<file path="src/rtl/note_pkg.sv">
// Shared note table and FSM encodings for the note square-wave link.
// The generator and the detector read the same table, so their timings cannot drift apart.
package note_pkg;

  localparam int NUM_NOTES = 10;
  localparam int NOTE_W    = 4;
  localparam int HALF_W    = 16;

  localparam logic [HALF_W-1:0] REAL_HALF [NUM_NOTES] = '{
    16'd47710, 16'd42517, 16'd35817, 16'd31888, 16'd28409,
    16'd23901, 16'd21295, 16'd17908, 16'd15944, 16'd14205
  };

  localparam logic [HALF_W-1:0] SIM_HALF [NUM_NOTES] = '{
    16'd3, 16'd4, 16'd5, 16'd6, 16'd7, 16'd8, 16'd9, 16'd10, 16'd11, 16'd12
  };

  typedef enum logic {
    S_IDLE    = 1'b0,
    S_MEASURE = 1'b1
  } state_t;

  function automatic logic [HALF_W-1:0] table_half(input logic use_sim, input int idx);
    return use_sim ? SIM_HALF[idx] : REAL_HALF[idx];
  endfunction

endpackage

</file>
<file path="src/rtl/edge_sync.sv">
// Two-flop synchronizer for the asynchronous tone input, plus a one-cycle pulse
// on every transition of the synchronized level (both polarities).
module edge_sync (
  input  logic clk,
  input  logic reset,
  input  logic d_async,
  output logic toggled
);

  logic sync_p0, sync_p1, sync_p2;

  always_ff @(posedge clk or posedge reset) begin
    if (reset) begin
      sync_p0 <= 1'b0;
      sync_p1 <= 1'b0;
      sync_p2 <= 1'b0;
    end else begin
      sync_p0 <= d_async;
      sync_p1 <= sync_p0;
      sync_p2 <= sync_p1;
    end
  end

  assign toggled = sync_p1 ^ sync_p2;

endmodule

</file>
<file path="src/rtl/note_detector.sv">
// Measures the half-period of an incoming square wave and locks onto the matching
// entry of the shared note table once enough consecutive half-periods agree.
module note_detector
  import note_pkg::*;
#(
  parameter int              USE_SIM_TABLE = 0,
  parameter int              TOL           = 16,
  parameter int              LOCK_COUNT    = 4,
  parameter logic [HALF_W-1:0] TIMEOUT     = 16'hFFFF
) (
  input  logic              clk,
  input  logic              reset,
  input  logic              enable,
  input  logic              sound_in,
  output logic [NOTE_W-1:0] note,
  output logic              note_valid,
  output logic              note_changed,
  output logic [HALF_W-1:0] half_period
);

  localparam int              LCW      = $clog2(LOCK_COUNT + 1);
  localparam logic [LCW-1:0]  LOCK_MAX = LCW'(LOCK_COUNT);

  function automatic logic [HALF_W:0] abs_diff(input logic [HALF_W-1:0] a,
                                               input logic [HALF_W-1:0] b);
    return (a >= b) ? ({1'b0, a} - {1'b0, b}) : ({1'b0, b} - {1'b0, a});
  endfunction

  state_t              state, state_nxt;
  logic                tone_edge;
  logic [HALF_W-1:0]   cnt;
  logic [NOTE_W-1:0]   cand;
  logic [LCW-1:0]      lock_cnt, lock_nxt;
  logic                match_hit, lock_hit;
  logic [NOTE_W-1:0]   match_idx;

  edge_sync u_sync (
    .clk     (clk),
    .reset   (reset),
    .d_async (sound_in),
    .toggled (tone_edge)
  );

  // cnt already holds the exact edge-to-edge distance in the cycle of the edge
  always_comb begin
    match_hit = 1'b0;
    match_idx = '0;
    for (int i = NUM_NOTES - 1; i >= 0; i--) begin
      if (abs_diff(cnt, table_half(USE_SIM_TABLE != 0, i)) <= (HALF_W+1)'(TOL)) begin
        match_hit = 1'b1;
        match_idx = NOTE_W'(i);
      end
    end
  end

  always_comb begin
    lock_nxt = lock_cnt;
    if (!match_hit)
      lock_nxt = '0;
    else if (match_idx == cand)
      lock_nxt = (lock_cnt == LOCK_MAX) ? lock_cnt : lock_cnt + 1'b1;
    else
      lock_nxt = LCW'(1);
    lock_hit = match_hit && (lock_nxt == LOCK_MAX) && (!note_valid || match_idx == note);
  end

  always_ff @(posedge clk or posedge reset) begin
    if (reset) state <= S_IDLE;
    else       state <= state_nxt;
  end

  always_comb begin
    state_nxt = state;
    case (state)
      S_IDLE:    if (enable && tone_edge) state_nxt = S_MEASURE;
      S_MEASURE: begin
        if (!enable)
          state_nxt = S_IDLE;
        else if (!tone_edge && cnt == TIMEOUT)
          state_nxt = S_IDLE;
      end
      default:   state_nxt = S_IDLE;
    endcase
  end

  // Measurement and lock tracking; an edge wins over a coincident timeout
  always_ff @(posedge clk or posedge reset) begin
    if (reset) begin
      cnt          <= '0;
      cand         <= '0;
      lock_cnt     <= '0;
      note         <= '0;
      note_valid   <= 1'b0;
      note_changed <= 1'b0;
      half_period  <= '0;
    end else begin
      note_changed <= 1'b0;
      if (state == S_IDLE) begin
        if (enable && tone_edge) cnt <= HALF_W'(1);
      end else if (!enable) begin
        note_valid <= 1'b0;
        lock_cnt   <= '0;
      end else if (tone_edge) begin
        cnt         <= HALF_W'(1);
        half_period <= cnt;
        lock_cnt    <= lock_nxt;
        if (match_hit) cand <= match_idx;
        if (lock_hit) begin
          note_valid   <= 1'b1;
          note         <= match_idx;
          note_changed <= !note_valid;
        end else begin
          note_valid <= 1'b0;
        end
      end else if (cnt == TIMEOUT) begin
        note_valid <= 1'b0;
        lock_cnt   <= '0;
      end else begin
        cnt <= cnt + 1'b1;
      end
    end
  end

endmodule

</file>
<file path="config.mk">
export PLATFORM = sky130hd
export DESIGN_NAME = note_detector
export DESIGN_NICKNAME = d
export VERILOG_FILES = /design/src/rtl/note_pkg.sv /design/src/rtl/edge_sync.sv /design/src/rtl/note_detector.sv
export SDC_FILE = /design/constraint.sdc
export NUM_CORES = 1
export LEC_CHECK = 0
export BUFFER_PORTS_ARGS = -buffer_cell sky130_fd_sc_hd__buf_4
export CORE_MARGIN = 10
export CORE_UTILIZATION = 50
export CTS_BUF_LIST = sky130_fd_sc_hd__clkbuf_8
export CTS_CLUSTER_SIZE = 30
export DETAILED_ROUTE_END_ITERATION = 10
export HOLD_SLACK_MARGIN = 0.08
export PLACE_DENSITY = 0.69
export REMOVE_ABC_BUFFERS = 1
export SYNTH_ARGS = -nofsm -noshare
export SYNTH_HDL_FRONTEND = slang
export SYNTH_SLANG_ARGS = --single-unit
</file>
<file path="constraint.sdc">
create_clock -name clk -period 4.3 [get_ports clk]
set_input_delay 0.645 -clock clk [delete_from_list [all_inputs] [get_ports clk]]
set_output_delay 0.645 -clock clk [all_outputs]
set_load 0.02 [all_outputs]
</file>
== After elaboration in Yosys (flattened, before gate mapping) ==
Cells that the tools add are included.

* Eq/ne operators: 8
* Add/subtract/negate cells: 22
* Shifts and indexed selects: 0
* Div/mod/pow operators: 0
* Multipliers: 0
* Order comparisons: 20
* Muxes and demuxes: 53
* Bitwise gates (word level): 2
* Reduce and logical (&&, ||, !) cells: 13

{| class="wikitable"
|+ Operator list
! kind !! number
|-
| $le A17 B5 Y1 const B || 10
|-
| $mux W17 || 10
|-
| $sub A15 B16 Y17 const A || 5
|-
| $sub A16 B15 Y17 const B || 5
|-
| $ge A16 B15 Y1 const B || 5
|-
| $mux W16 || 5
|-
| $sub A16 B16 Y17 const A || 3
|-
| $sub A16 B16 Y17 const B || 3
|-
| $ge A16 B16 Y1 const B || 3
|-
| $mux W4 || 10
|-
| $sub A14 B16 Y17 const A || 2
|-
| $sub A16 B14 Y17 const B || 2
|-
| $ge A16 B14 Y1 const B || 2
|-
| $mux W1 || 21
|-
| $mux W3 || 6
|-
| $add A16 B1 Y16 const B || 1
|-
| $eq A16 B16 Y1 const B || 1
|-
| $eq A4 B4 Y1 || 2
|-
| $reduce_and A4 Y1 || 2
|-
| $eq A3 B3 Y1 const B || 2
|-
| $reduce_and A3 Y1 || 2
|-
| $logic_and A1 B1 Y1 || 4
|-
| $add A3 B1 Y3 const B || 1
|-
| $ne A3 B1 Y1 const B || 1
|-
| 9 further kinds || 10
|}

* Logic and storage cells: 129
* Output and inout bits: 22
* Register bits: 49
* Latch bits: 0
* Memories kept: 0
* Input bits: 4
* Bits in writable memories: 0
* ROM bits: 0

== Longest topological paths before layout ==
* Word-level depth: 23
* Gate-level depth with buffers: 18
* Gate-level depth less buffers: 14

== Cells and area by module ==
From an unflattened synthesis, not the netlist that was laid out.

* Cell total of the unflattened synthesis: 1,330
* Area total of the unflattened synthesis: 9,512.9 µm²

{| class="wikitable"
|+ Modules (own cells, without submodules)
! module !! area an instance (µm²) !! sequential area each (µm²) !! cells an instance !! times used
|-
| note_detector || 9,425.3 || 1,151.1 || 1,325 || 1
|-
| edge_sync || 87.6 || 75.1 || 5 || 1
|}

== Worst setup path after synthesis ==
No wires, ideal clock.

* Path type: reg-to-reg
* Start point: register cnt[2]
* End point: register note[1]
* Library setup time: 0.125 ns
* Required time: 4.175 ns
* Period minus slack after synthesis: 4.674 ns
* Cell stages (with the launch flop): 16
* Buffers on the path: 2
* Arrival time: 4.550 ns
* Slack: -0.374 ns
* Cell sequence: dfrtp_1 buf_1 inv_1 ha_1 buf_2 a21bo_2 a31oi_1 o41ai_4 a2111oi_0 a221oi_1 or4b_2 a21oi_1 o211ai_1 a211oi_2 nand4_2 mux2_2

* Cells in the longest elaborated chain, start to end: 20
* Elaborated cells on any way between the ends: 79
* Those cells by class: 20 x add/sub; 20 x order compare; 3 x eq/ne; 32 x mux; 4 x reduce/logical

{| class="wikitable"
|+ Ends and longest elaborated chain
! element !! RTL line !! RTL
|-
| start: declaration || note_detector.sv:31 || <nowiki>logic [HALF_W-1:0] cnt;</nowiki>
|-
| start signal: assignment || note_detector.sv:119 || <nowiki>cnt <= cnt + 1'b1;</nowiki>
|-
| $sub A14 B16 Y17, or another cell as far along || note_detector.sv:26 || <nowiki>return (a >= b) ? ({1'b0, a} - {1'b0, b}) : ({1'b0, b} - {1'b0, a});</nowiki>
|-
| $mux W17 || note_detector.sv:26 ||
|-
| $le A17 B5 Y1 || note_detector.sv:49 || <nowiki>if (abs_diff(cnt, table_half(USE_SIM_TABLE != 0, i)) <= (HALF_W+1)'(TOL)) begin</nowiki>
|-
| $mux W4 (10 in series) || note_detector.sv:49 ||
|-
| $eq A4 B4 Y1 || note_detector.sv:60 || <nowiki>else if (match_idx == cand)</nowiki>
|-
| $mux W3 || note_detector.sv:60 ||
|-
| $mux W3 || note_detector.sv:58 || <nowiki>if (!match_hit)</nowiki>
|-
| $eq A3 B3 Y1 || note_detector.sv:64 || <nowiki>lock_hit = match_hit && (lock_nxt == LOCK_MAX) && (!note_valid || match_idx == note);</nowiki>
|-
| $logic_and A1 B1 Y1 (2 in series) || note_detector.sv:64 ||
|-
| $reduce_and A4 Y1 (no source line) || -- ||
|-
| end signal: assignment || note_detector.sv:110 || <nowiki>note <= match_idx;</nowiki>
|-
| end: declaration || note_detector.sv:15 || <nowiki>output logic [NOTE_W-1:0] note,</nowiki>
|}

Several ways; a longest one is shown, not always the timed one.
A chain may end at the register's enable or synchronous reset.

== Final worst setup path ==
* Start point: register cnt[5]
* End point: register note[3]

The elaborated chain is that of the path after synthesis.

==> out/results.ini <==
[clock_tree]
clock_sinks = 49
cts_tree = built
insertion_delay_ns = 0.31
htreeDepth = 2
numCtsBuffers = 5
clk_path_buf_depth = 2
clk_pin_slew_worst_paths_ns = 0.10
cts-root-buf = clkbuf_8
holdBufCountCts = 0

[placement]
hpwlAfterDp_um = 36670
dp.cells = 1730
gp_congestion = 1.114
dp_slack_ns = -0.2061
io_buffers = 25

[flow_run]
maxCapViolations = 0

[synth]
synth-adder-area-share_pct = 4.318
synth_compound_area_share_pct = 37.29
yosys_most_used_dff = dfrtp_1
ys_types = 97
synthesis.area_um2 = 9214
synth_mux_area_share_pct = 3.069
ys_warn_count = 0
synth_xor_area_share_pct = 7.985
avgSynthCellArea_um2 = 7.066
synth_top_family_by_area = compound AO/OA/AOI/OAI gates
seq_area_frac_synth_pct = 13.31
synth_cells = 1304
synth-edff-count = 0
synth-async-reset-ratio_pct = 100.0
ys_ff_latch = 49
yosys.area_share.simple_pct = 26.72

[pwr]
power.density_nw_per_um2 = 104.1
p_leak_nw = 4.978
vdd_ir_drop_max_uv = 149.4

[sta]
grt_setup_unrepaired = yes
setup_viol = 5
hold_viol_final = 0
maxSlewHeadroom_pct = 28.51
skew_ns = 0.01345
finalMaxSlewViolations = 0
setup_slack_ns = -0.1192
max_freq_mhz = 226.3
worst-slew-pin-transition_ns = 1.071
timing.final.crit_period_ns = 4.419
period_share_pct = 102.8

[route]
drt_iter0_markers = 1846
wl_per_cell_um = 27.53
wl_um = 48240
drc = 0
via_count = 12570
viasPerCell = 7.175
route.antenna.remaining_nets = 0
first_pass_iters = 6

[critical_path]
critPathCaptureType = register
critical_path_arrival_ns = 4.61
endpoint = note[3]$_DFFE_PP0P_
worstPathMaxFanout = 7
rr_worst_depth = 17
critPathLaunch = cnt[5]$_DFFE_PP0P_
critPathKind = reg2reg
reg2reg_slack_ns = -0.12
worst_ep_required_time_ns = 4.50
worstSetupStartpointType = register
r2r_start = cnt[5]$_DFFE_PP0P_
r2r_end = note[3]$_DFFE_PP0P_

[global_route]
grt_pass1_wl_um = 71510
gr-total-overflow = 0
grt_max_degree = 50
antenna_found_initial = 1
first_global_vias = 11900
grt_usage_pct = 37.51

[layout]
layout-drive-gt1-share_pct = 30.47
utilization_pct = 67.66
regArea_um2 = 1239
num_antenna_cells = 0
syn2layout_area_growth_pct = 32.36
finalNetCount = 1557
fin_cells = 1752
num-fill-cells = 1599
multi_input_area_um2 = 7709

[floorplanning]
io_pins = 26
die_h_um = 155.8
core-area_um2 = 18020
die_w_um = 155.8
die_area_um2 = 24260
num_rows = 49
start_util_pct = 51.12

[outcome]
violations = negative setup slack
status = finished, violations left

[min_path]
hp-class = reg2reg

## where the power goes
part	switching [mW]	internal, mW	leakage (nW)	total, mW
Sequential	0.0128	0.476	0.637	0.489
Clock	0.169	0.189	0.0574	0.358
Combinational	0.252	0.172	4.28	0.423
## registers in the layout (all words and copies together) (netlist names)
signal,flops
note,4
lock_cnt,3
state,1
note_changed,1
u_sync.sync_p1,1
cnt,16
cand,4
u_sync.sync_p2,1
u_sync.sync_p0,1
half_period,16
note_valid,1
## layer usage
| layer | vias up | GRT usage, % | wire length, um | share of wire, % |
|---|---|---|---|---|
| met4 | 2 | 26.56 | 4489 | 9.3 |
| li1 | 5371 | - | - | - |
| met1 | 5729 | 45.58 | 17280 | 36 |
| met2 | 1129 | 55.15 | 19490 | 40 |
| met5 | - | 0 | 13 | 0.027 |
| met3 | 340 | 11.69 | 6968 | 14 |
## how the worst min path moves through the flow
stage | from | end | slack [ns] | depth (start not counted)
2_1_floorplan | u_sync.sync_p0$_DFF_PP0_ | u_sync.sync_p1$_DFF_PP0_ | 0.33 | 0
3_3_place_gp | u_sync.sync_p0$_DFF_PP0_ | u_sync.sync_p1$_DFF_PP0_ | 0.33 | 0
3_5_place_dp | u_sync.sync_p0$_DFF_PP0_ | u_sync.sync_p1$_DFF_PP0_ | 0.34 | 0
4_1_cts | u_sync.sync_p0$_DFF_PP0_ | u_sync.sync_p1$_DFF_PP0_ | 0.36 | 0
5_1_grt | u_sync.sync_p0$_DFF_PP0_ | u_sync.sync_p1$_DFF_PP0_ | 0.38 | 0
6_report | u_sync.sync_p0$_DFF_PP0_ | u_sync.sync_p1$_DFF_PP0_ | 0.36 | 0
## synth_stat cells, types with 30 or more instances
library cell | instances | share of area, %
a21oi_1 | 85 | 4.6
a31oi_1 | 30 | 2.0
buf_2 | 46 | 2.5
clkbuf_1 | 53 | 2.2
dfrtp_1 | 49 | 13
ha_1 | 31 | 4.2
nand2_1 | 114 | 4.6
nand3_1 | 38 | 2.1
nand4_1 | 30 | 2.0
nor2_1 | 97 | 4.0
o21ai_0 | 108 | 5.9
xnor2_1 | 72 | 6.8
## cells in the final DEF, fill, tap and decap left out, drive strengths merged, types with 27 or more instances in the layout
| cell type | n |
|---|---|
| a31oi | 31 |
| ha | 31 |
| buf | 334 |
| nor2 | 98 |
| nor3 | 27 |
| dfrtp | 49 |
| nand2 | 115 |
| xnor2 | 72 |
| nand4 | 31 |
| inv | 29 |
| a21oi | 87 |
| nand3 | 38 |
| a211oi | 30 |
| o21ai | 111 |
## logic make-up (layout without fill, tap and decap cells)
group | count (synthesis) | after routing
mux | 27 | 27
xor+xnor | 84 | 84
flops | 49 | 49
simple gates | 469 | 469
compound gates | 487 | 487
fa+ha+maj | 32 | 32
buf+inv | 156 | 375
## final cells by class
| type | count | share of cell area, % |
|---|---|---|
| Clock buffer | 6 | 0.6771 |
| Clock inverter | 2 | 0.3078 |
| Inverter | 33 | 1.026 |
| Multi-Input combinational cell | 1099 | 63.21 |
| Sequential cell | 49 | 10.16 |
| Tap cell | 229 | 2.349 |
| Timing Repair Buffer | 334 | 22.27 |
## per-stage QoR
stage / total power [mW] / TNS [ns] / cell area (um^2) / hold slack (ns)
after floorplan: 0.6784 / -10.78 / 8665 / 0.3312
after global placement: 0.8642 / -0.9478 / 11530 / 0.3346
after detailed placement: 0.8696 / -0.9688 / 11530 / 0.3426
after CTS: 1.228 / 0 / 11820 / 0.3645
after global routing: 1.311 / -1.455 / 12200 / 0.3765
final: 1.270 / -0.4061 / 12200 / 0.3623
## what timing repair did
action | 4_1_cts | 5_1_grt
setup endpoints to repair | 7 | 12
buffers inserted | 4 | 10
pin swaps | 5 | 17
gates resized for setup | 32 | 57
## worst max-delay path: stages, from the launching register on
cell       delay (ns)
dfrtp_2          0.42
clkinv_1         0.09
ha_4             0.16
buf_4            0.16
nand4_1          0.26
or4_4            0.58
o211a_4          0.19
a2111oi_4        0.19
a31oi_1          0.08
or4_4            0.54
a2111oi_4        0.25
buf_4            0.19
a2111oi_4        0.08
buf_4            0.15
xnor2_1          0.13
a211oi_2         0.26
nand4_2          0.21
mux2_4           0.34
No activity file was read; power rests on OpenSTA's default activity.
